<file path="config.mk">
export PLATFORM = sky130hd
export DESIGN_NAME = uart_bus_bridge
export DESIGN_NICKNAME = d
export VERILOG_FILES = /design/src/rtl/uart_bridge_pkg.sv /design/src/rtl/uart_byte_link.sv /design/src/rtl/uart_bus_bridge.sv
export SDC_FILE = /design/constraint.sdc
export NUM_CORES = 1
export LEC_CHECK = 0
export CORE_UTILIZATION = 45
export DETAILED_ROUTE_END_ITERATION = 8
export HOLD_SLACK_MARGIN = 0.12
export PLACE_DENSITY = 0.68
export SYNTH_ARGS = -nofsm -noshare
export SYNTH_HDL_FRONTEND = slang
export SYNTH_HIERARCHICAL = 1
export SYNTH_SLANG_ARGS = --single-unit
</file>
<file path="constraint.sdc">
create_clock -name CLK -period 3.75 [get_ports CLK]
set_clock_uncertainty 0.05 [all_clocks]
set_input_delay 0.5625 -clock CLK [delete_from_list [all_inputs] [get_ports CLK]]
set_output_delay 0.5625 -clock CLK [all_outputs]
set_load 0.01 [all_outputs]
</file>
<file path="src/rtl/uart_bridge_pkg.sv">
// Shared constants and types for the UART-to-bus bridge: command opcodes,
// response codes, command FSM encoding and a byte-select helper.
package uart_bridge_pkg;

  localparam logic [7:0] OP_RD   = 8'h52;  // 'R'
  localparam logic [7:0] OP_WR   = 8'h57;  // 'W'
  localparam logic [7:0] RSP_ACK = 8'h4B;  // 'K'
  localparam logic [7:0] RSP_ERR = 8'h3F;  // '?'

  typedef enum logic [2:0] {
    ST_IDLE,
    ST_ADDR,
    ST_DATA,
    ST_BUS,
    ST_RESP
  } bridge_state_t;

  // Byte idx of a 32-bit word, idx 0 = least significant byte.
  function automatic logic [7:0] byte_of(input logic [31:0] word, input logic [1:0] idx);
    return word[8*idx +: 8];
  endfunction

endpackage

</file>
<file path="src/rtl/uart_byte_link.sv">
// 8N1 byte-level UART link: synchronised mid-bit-sampling receiver and a
// transmitter that accepts its next byte in the tx_done cycle for gapless output.
module uart_byte_link #(
  parameter int CLKS_PER_BIT = 512
) (
  input  logic       CLK,
  input  logic       Reset,
  input  logic       rx_in,
  output logic       tx_out,
  output logic [7:0] rx_byte,
  output logic       rx_valid,
  output logic       rx_ferr,
  input  logic [7:0] tx_byte,
  input  logic       tx_load,
  output logic       tx_busy,
  output logic       tx_done
);

  localparam int             CNT_W     = $clog2(CLKS_PER_BIT);
  localparam logic [CNT_W-1:0] BIT_LAST  = CNT_W'(CLKS_PER_BIT - 1);
  localparam logic [CNT_W-1:0] HALF_LAST = CNT_W'(CLKS_PER_BIT / 2 - 1);

  typedef enum logic [1:0] {RX_IDLE, RX_START, RX_DATA, RX_STOP} rx_state_t;

  // ---------------- receiver ----------------
  logic             rx_s1_q, rx_s2_q, rx_prev_q;
  rx_state_t        rx_state_q, rx_state_d;
  logic [CNT_W-1:0] rx_cnt_q, rx_cnt_d;
  logic [2:0]       rx_bit_q, rx_bit_d;
  logic [7:0]       rx_sh_q, rx_sh_d;
  logic             rx_valid_q, rx_valid_d;
  logic             rx_ferr_q, rx_ferr_d;

  // NOTE: clocked state uses non-blocking (<=) so every flop samples pre-edge values.
  always_ff @(posedge CLK) begin
    if (Reset) begin
      rx_s1_q    <= 1'b1;
      rx_s2_q    <= 1'b1;
      rx_prev_q  <= 1'b1;
      rx_state_q <= RX_IDLE;
      rx_cnt_q   <= '0;
      rx_bit_q   <= '0;
      rx_sh_q    <= '0;
      rx_valid_q <= 1'b0;
      rx_ferr_q  <= 1'b0;
    end else begin
      rx_s1_q    <= rx_in;
      rx_s2_q    <= rx_s1_q;
      rx_prev_q  <= rx_s2_q;
      rx_state_q <= rx_state_d;
      rx_cnt_q   <= rx_cnt_d;
      rx_bit_q   <= rx_bit_d;
      rx_sh_q    <= rx_sh_d;
      rx_valid_q <= rx_valid_d;
      rx_ferr_q  <= rx_ferr_d;
    end
  end

  // NOTE: every output of a combinational block gets a default first, so no latch is inferred.
  always_comb begin
    rx_state_d = rx_state_q;
    rx_cnt_d   = rx_cnt_q + 1'b1;
    rx_bit_d   = rx_bit_q;
    rx_sh_d    = rx_sh_q;
    rx_valid_d = 1'b0;
    rx_ferr_d  = 1'b0;
    unique case (rx_state_q)
      RX_IDLE: begin
        rx_cnt_d = '0;
        if (rx_prev_q && !rx_s2_q) rx_state_d = RX_START;
      end
      RX_START: if (rx_cnt_q == HALF_LAST) begin
        // A start bit that is high again at mid-bit was a glitch.
        rx_cnt_d   = '0;
        rx_bit_d   = '0;
        rx_state_d = rx_s2_q ? RX_IDLE : RX_DATA;
      end
      RX_DATA: if (rx_cnt_q == BIT_LAST) begin
        rx_cnt_d = '0;
        rx_sh_d  = {rx_s2_q, rx_sh_q[7:1]};
        rx_bit_d = rx_bit_q + 1'b1;
        if (rx_bit_q == 3'd7) rx_state_d = RX_STOP;
      end
      RX_STOP: if (rx_cnt_q == BIT_LAST) begin
        rx_cnt_d   = '0;
        rx_valid_d = rx_s2_q;
        rx_ferr_d  = !rx_s2_q;
        rx_state_d = RX_IDLE;
      end
      default: rx_state_d = RX_IDLE;
    endcase
  end

  assign rx_byte  = rx_sh_q;
  assign rx_valid = rx_valid_q;
  assign rx_ferr  = rx_ferr_q;

  // ---------------- transmitter ----------------
  logic             tx_busy_q, tx_busy_d;
  logic             tx_out_q, tx_out_d;
  logic [CNT_W-1:0] tx_cnt_q, tx_cnt_d;
  logic [3:0]       tx_bit_q, tx_bit_d;
  logic [8:0]       tx_sh_q, tx_sh_d;

  always_ff @(posedge CLK) begin
    if (Reset) begin
      tx_busy_q <= 1'b0;
      tx_out_q  <= 1'b1;
      tx_cnt_q  <= '0;
      tx_bit_q  <= '0;
      tx_sh_q   <= '1;
    end else begin
      tx_busy_q <= tx_busy_d;
      tx_out_q  <= tx_out_d;
      tx_cnt_q  <= tx_cnt_d;
      tx_bit_q  <= tx_bit_d;
      tx_sh_q   <= tx_sh_d;
    end
  end

  assign tx_done = tx_busy_q && (tx_cnt_q == BIT_LAST) && (tx_bit_q == 4'd9);

  always_comb begin
    tx_busy_d = tx_busy_q;
    tx_out_d  = tx_out_q;
    tx_cnt_d  = tx_cnt_q;
    tx_bit_d  = tx_bit_q;
    tx_sh_d   = tx_sh_q;
    if (tx_load && (!tx_busy_q || tx_done)) begin
      // Bit 0 is the start bit; the shifter holds d0..d7 then the stop bit.
      tx_busy_d = 1'b1;
      tx_out_d  = 1'b0;
      tx_cnt_d  = '0;
      tx_bit_d  = '0;
      tx_sh_d   = {1'b1, tx_byte};
    end else if (tx_busy_q) begin
      if (tx_cnt_q == BIT_LAST) begin
        tx_cnt_d = '0;
        if (tx_bit_q == 4'd9) begin
          tx_busy_d = 1'b0;
          tx_out_d  = 1'b1;
        end else begin
          tx_out_d = tx_sh_q[0];
          tx_sh_d  = {1'b1, tx_sh_q[8:1]};
          tx_bit_d = tx_bit_q + 1'b1;
        end
      end else begin
        tx_cnt_d = tx_cnt_q + 1'b1;
      end
    end
  end

  assign tx_out  = tx_out_q;
  assign tx_busy = tx_busy_q;

endmodule

</file>
<file path="src/rtl/uart_bus_bridge.sv">
// UART debug/loader bus master: parses 'R'/'W' command frames, performs one
// bus read or write, and returns read data, 'K' or '?' over the UART.
module uart_bus_bridge
  import uart_bridge_pkg::*;
#(
  parameter int CLKS_PER_BIT = 512,
  parameter int TIMEOUT_CLKS = 10240
) (
  input  logic        CLK,
  input  logic        Reset,
  input  logic        rx_in,
  output logic        tx_out,
  output logic        rd,
  output logic        wr,
  output logic [31:0] addr,
  output logic [31:0] wdata,
  input  logic [31:0] rdata,
  output logic        busy,
  output logic        err
);

  localparam int               GAP_W    = $clog2(TIMEOUT_CLKS + 1);
  localparam logic [GAP_W-1:0] GAP_LAST = GAP_W'(TIMEOUT_CLKS - 1);

  logic [7:0] rx_byte, tx_byte;
  logic       rx_valid, rx_ferr, tx_load, tx_busy, tx_done;

  uart_byte_link #(.CLKS_PER_BIT(CLKS_PER_BIT)) u_link (
    .CLK     (CLK),
    .Reset   (Reset),
    .rx_in   (rx_in),
    .tx_out  (tx_out),
    .rx_byte (rx_byte),
    .rx_valid(rx_valid),
    .rx_ferr (rx_ferr),
    .tx_byte (tx_byte),
    .tx_load (tx_load),
    .tx_busy (tx_busy),
    .tx_done (tx_done)
  );

  bridge_state_t    state_q, state_d;
  logic             is_wr_q, is_wr_d;
  logic [1:0]       byte_cnt_q, byte_cnt_d;
  logic [23:0]      shift_q, shift_d;
  logic [31:0]      cmd_addr_q, cmd_addr_d;
  logic [31:0]      addr_q, addr_d;
  logic [31:0]      wdata_q, wdata_d;
  logic [31:0]      rdata_q, rdata_d;
  logic [1:0]       resp_left_q, resp_left_d;
  logic [GAP_W-1:0] gap_q, gap_d;
  logic             err_q, err_d;

  always_ff @(posedge CLK) begin
    if (Reset) begin
      state_q     <= ST_IDLE;
      is_wr_q     <= 1'b0;
      byte_cnt_q  <= '0;
      shift_q     <= '0;
      cmd_addr_q  <= '0;
      addr_q      <= '0;
      wdata_q     <= '0;
      rdata_q     <= '0;
      resp_left_q <= '0;
      gap_q       <= '0;
      err_q       <= 1'b0;
    end else begin
      state_q     <= state_d;
      is_wr_q     <= is_wr_d;
      byte_cnt_q  <= byte_cnt_d;
      shift_q     <= shift_d;
      cmd_addr_q  <= cmd_addr_d;
      addr_q      <= addr_d;
      wdata_q     <= wdata_d;
      rdata_q     <= rdata_d;
      resp_left_q <= resp_left_d;
      gap_q       <= gap_d;
      err_q       <= err_d;
    end
  end

  always_comb begin
    state_d     = state_q;
    is_wr_d     = is_wr_q;
    byte_cnt_d  = byte_cnt_q;
    shift_d     = shift_q;
    cmd_addr_d  = cmd_addr_q;
    addr_d      = addr_q;
    wdata_d     = wdata_q;
    rdata_d     = rdata_q;
    resp_left_d = resp_left_q;
    gap_d       = '0;
    err_d       = 1'b0;
    tx_load     = 1'b0;
    tx_byte     = RSP_ACK;
    unique case (state_q)
      ST_IDLE: begin
        if (rx_ferr) begin
          err_d = 1'b1;
        end else if (rx_valid) begin
          byte_cnt_d = '0;
          if (rx_byte == OP_RD || rx_byte == OP_WR) begin
            is_wr_d = (rx_byte == OP_WR);
            state_d = ST_ADDR;
          end else begin
            err_d       = 1'b1;
            tx_load     = !tx_busy;
            tx_byte     = RSP_ERR;
            resp_left_d = '0;
            state_d     = ST_RESP;
          end
        end
      end
      ST_ADDR, ST_DATA: begin
        gap_d = gap_q + 1'b1;
        if (rx_ferr) begin
          err_d   = 1'b1;
          state_d = ST_IDLE;
        end else if (rx_valid) begin
          gap_d      = '0;
          shift_d    = {shift_q[15:0], rx_byte};
          byte_cnt_d = byte_cnt_q + 1'b1;
          if (byte_cnt_q == 2'd3) begin
            // Bus outputs only change on entry to BUS so they hold between commands.
            if (state_q == ST_ADDR && is_wr_q) begin
              cmd_addr_d = {shift_q, rx_byte};
              state_d    = ST_DATA;
            end else begin
              if (is_wr_q) begin
                addr_d  = cmd_addr_q;
                wdata_d = {shift_q, rx_byte};
              end else begin
                addr_d = {shift_q, rx_byte};
              end
              state_d = ST_BUS;
            end
          end
        end else if (gap_q == GAP_LAST) begin
          err_d   = 1'b1;
          state_d = ST_IDLE;
        end
      end
      ST_BUS: begin
        tx_load     = 1'b1;
        tx_byte     = is_wr_q ? RSP_ACK : rdata[31:24];
        rdata_d     = rdata;
        resp_left_d = is_wr_q ? 2'd0 : 2'd3;
        state_d     = ST_RESP;
      end
      ST_RESP: begin
        if (tx_done) begin
          if (resp_left_q == 2'd0) begin
            state_d = ST_IDLE;
          end else begin
            tx_load     = 1'b1;
            tx_byte     = byte_of(rdata_q, resp_left_q - 2'd1);
            resp_left_d = resp_left_q - 2'd1;
          end
        end
      end
      default: state_d = ST_IDLE;
    endcase
  end

  assign rd    = (state_q == ST_BUS) && !is_wr_q;
  assign wr    = (state_q == ST_BUS) && is_wr_q;
  assign addr  = addr_q;
  assign wdata = wdata_q;
  assign err   = err_q;
  assign busy  = (state_q != ST_IDLE) || rx_valid;

endmodule

</file>
==> flow_summary.rst <==
.. list-table::
   :header-rows: 1

   * - Metric
     - Value
   * - Result of the run
     - finished clean
   * - Maximum achievable frequency
     - 0.3056 GHz
   * - RSZ-0062 raised after global routing
     - no
   * - H-tree level count
     - 1
   * - Remaining number of nets flagged by the antenna check after routing
     - 0
   * - Switching power
     - 0.9780 mW
   * - DR DRC count
     - 0
   * - Nets in the synthesized netlist
     - ~1200
   * - Count of vias placed by the detailed router
     - 7880
   * - Slowest CP cell
     - sky130_fd_sc_hd__clkdlybuf4s50_1
   * - Normalized max-slew margin
     - 24.46%
   * - Fraction of final layout cells with drive strength greater than 1
     - around 7.5%
   * - Area growth, synth to finish
     - 20.65%
   * - Final-report hold violation count
     - 0
   * - Cells along the critical path
     - nand2_1, or2_1, buf_4, nor2_1, clkdlybuf4s50_1
   * - GRT overflow
     - 0
   * - Critical Path Start Type
     - register
   * - Worst Setup End Kind
     - primary output
   * - Half-perimeter wire length after detailed placement
     - around 14000 um
   * - Top_reg_cell synth
     - sky130_fd_sc_hd__dfxtp_1
   * - Tightest Pin Transition
     - 1.133 ns
   * - Worst vdd ir
     - 0.0002606 V
   * - Share of synthesized flip-flops with an asynchronous set or reset
     - 0%
   * - Biggest fanout along the worst timing path
     - 37
   * - Avg WL per Cell
     - approximately 15 um
   * - TritonCTS clock tree
     - built
   * - Final Worst Setup Slack
     - 0.4775 ns
   * - Die H
     - approximately 150 um
   * - Sequential area share after synthesis
     - 47.30%
   * - Area of the die
     - 21750 um^2
   * - Synth top cells by count
     - sky130_fd_sc_hd__nand2_1 (290), sky130_fd_sc_hd__dfxtp_1 (225), sky130_fd_sc_hd__a21oi_1 (145)
   * - Detailed Route Iter0 Violations
     - 565
   * - Hold Slack
     - about 0.36 ns
   * - Leakage component of the power
     - 3.603 nW
   * - Number of different library cells in the post-synthesis netlist
     - 74
   * - Number of buffers added by the clock tree synthesis step
     - 24
   * - Number of setup buffers added after CTS
     - 0
   * - Port Buffers
     - 103
   * - GR Util All Layers
     - about a fifth
   * - Horiz. Die Dim
     - 147.5 um
   * - Top area cells in the synthesized netlist
     - sky130_fd_sc_hd__dfxtp_1 (47%), sky130_fd_sc_hd__nand2_1 (11%), sky130_fd_sc_hd__a21oi_1 (7.6%)
   * - Post-synthesis instance area
     - 9523 um^2
   * - Initial antenna violation count
     - 0
   * - Worst Setup Path Type
     - reg2out
   * - Post-Synthesis Cells
     - between 1000 and 1500
   * - Number of clock sinks seen by CTS
     - 225
   * - Type of the worst min-delay path
     - reg2reg
   * - Portion of total power attributed to the clock network
     - between 50% and 60%
   * - Proportion of netlist area held by the largest area contributor
     - 47.30%
   * - Post-placement setup slack
     - 0.7056 ns
   * - Area of the core
     - 20490 um^2
   * - First-pass GRT wire length
     - between 30000 and 40000 um
   * - Maximum number of pins on one net before global-route repair
     - about 150
   * - Proportion of power drawn by flip-flops and latches
     - 48.0%
   * - Number of search-and-repair iterations in the first detailed-routing pass
     - 5
   * - Worst path arrival time
     - 2.66 ns
   * - Post-Layout Inst Area
     - ~11000 um^2
   * - Clock latency reported for the late side of the worst-skew pair
     - 0.51 ns
   * - Min cycle time layout
     - 3.272 ns
   * - Final count of pins violating max slew
     - 0
   * - Setup Viol. Count Final
     - 0
   * - Comb power frac
     - between 1.5 and 2%
   * - Flop2flop setup slack
     - between 0.6 and 0.7 ns
   * - Synthesis-stage register bit count
     - 225
   * - Via count of the first global-routing pass
     - 7259
   * - Max_cap viols
     - 0
   * - Switching share of total power
     - 19.60%
   * - Final-layout setup total negative slack
     - 0 ns
   * - CP required
     - 3.14 ns
   * - Final critical-path share of the clock period
     - between 80% and 90%
   * - Hold-fix buffers at CTS
     - 0
   * - Clk root buf
     - sky130_fd_sc_hd__clkbuf_16
   * - Pwr dens
     - approximately 430 nW/um^2
   * - Average cell area after synthesis
     - 8.495 um^2
   * - Clock Path Buffers
     - 3
   * - Clock input transition at the sequential cells of the worst setup and hold paths
     - 0.06 ns
   * - Internal Power
     - about 4 mW
   * - Number of vias per cell
     - 5.346
   * - Dominant cell type by area after synthesis
     - sky130_fd_sc_hd__dfxtp_1
   * - Number of I/O pins
     - 104
   * - Number of enable-type register cells in the synthesized netlist
     - 0
   * - Most common cell in the synthesized netlist
     - sky130_fd_sc_hd__nand2_1
   * - Placer's final routability congestion estimate
     - approximately 0.82
   * - Detailed Route WL
     - 21640 um
   * - Synthesis Warnings
     - 6
   * - Placed standard-cell area
     - 10640 um^2
   * - Number of nets at the end of the flow
     - 1235
   * - Initial cell density of the core
     - 46.47%
   * - Delay of the slowest cell on the worst path
     - around 0.63 ns
   * - Total inserted antenna cells
     - 0
   * - FP Rows
     - 52
   * - Number of cells upsized or downsized after cts
     - 0
==> layer usage <==
metal	GRT usage [%]	wire, um	share of wire [%]	up-vias
li1	-	-	-	4013
met1	27.58	10240	47	3700
met2	32.71	10280	48	142
met3	3.117	816	3.8	25
met4	4.072	298	1.4	0
met5	0	0	0	-
==> cells in the final DEF, fill, tap and decap left out, types with 15 or more instances in the layout <==
cell	synthesis	final
sky130_fd_sc_hd__nand2_1	290	290
sky130_fd_sc_hd__dfxtp_1	225	224
sky130_fd_sc_hd__a21oi_1	145	145
sky130_fd_sc_hd__clkdlybuf4s50_1	0	102
sky130_fd_sc_hd__nor2_1	79	76
sky130_fd_sc_hd__a211oi_1	48	48
sky130_fd_sc_hd__mux2i_1	35	35
sky130_fd_sc_hd__clkbuf_16	0	25
sky130_fd_sc_hd__o21ai_0	21	21
sky130_fd_sc_hd__buf_4	7	15
==> cell families (layout without fill, tap and decap cells) <==
family / after synthesis / count (layout) / synth area share [%]
AO/OA/AOI/OAI: 263 / 263 / 17.32
multiplexers: 46 / 46 / 5.873
XOR/XNOR: 19 / 19 / 1.747
adder cells (fa/ha/maj): 13 / 13 / 1.708
flip-flops: 225 / 225 / 47.30
AND/OR/NAND/NOR: 466 / 466 / 21.64
buffers and inverters: 89 / 172 / 4.415
==> registers in the layout, summed over array words and instances, names as in the netlist, 2 cells and up, named ones only <==
signal,count
byte_cnt_q,2
u_link/rx_bit_q,3
addr,32
u_link/tx_cnt_q,9
rdata_q,32
u_link/tx_sh_q,8
resp_left_q,2
wdata,32
u_link/rx_byte,8
gap_q,14
u_link/tx_bit_q,4
u_link/rx_cnt_q,9
state_q,3
cmd_addr_q,32
shift_q,24
==> critical path, delay by kind of cell (launching register included) <==
kind,cells,cell delay [ns]
buf+inv,2,0.88
simple gates,3,0.70
flops,1,0.55
==> final cells by class <==
| class | count | area, um^2 |
|---|---|---|
| tap | 270 | 337.8 |
| fill | 1899 | 9005 |
| inverter | 11 | 41.29 |
| sequential | 225 | 4506 |
| clock buffer | 39 | 758.2 |
| multi-input combinational | 807 | 4607 |
| timing repair buffer | 118 | 1145 |
| clock inverter | 4 | 95.09 |
==> path summary, 6_finish.rpt <==
| check | cells past startpoint | start | to |
|---|---|---|---|
| setup / recovery | 5 | state_q[1] | rd |
| hold / removal | 1 | u_link/rx_s1_q | u_link/rx_s2_q |
| setup reg to reg | 11 | u_link/tx_cnt_q[0] | u_link/tx_sh_q[4] |
| hold reg to reg | 1 | u_link/rx_s1_q | u_link/rx_s2_q |
==> metrics by stage <==
| stage | utilization (%) | power [mW] | cells |
|---|---|---|---|
| 6_report | 56.06 | 4.989 | 1474 |
| 5_1_grt | 56.06 | 5.157 | 1474 |
| 4_1_cts | 56.06 | 5.037 | 1474 |
| 3_5_place_dp | 51.90 | 2.536 | 1431 |
| 3_3_place_gp | 51.90 | 2.537 | 1431 |
| 2_1_floorplan | - | 2.490 | 1121 |
==> power by group through the flow <==
| stage | Combinational (mW) | Sequential (mW) | Clock, mW |
|---|---|---|---|
| final | 0.0860 | 2.40 | 2.51 |
| after global placement | 0.0873 | 2.45 | 0 |
| after CTS | 0.0866 | 2.40 | 2.55 |
| after floorplan | 0.0423 | 2.45 | 0 |
| after global routing | 0.0928 | 2.40 | 2.67 |
| after detailed placement | 0.0864 | 2.45 | 0 |
Power figures use the tool's default switching activity.
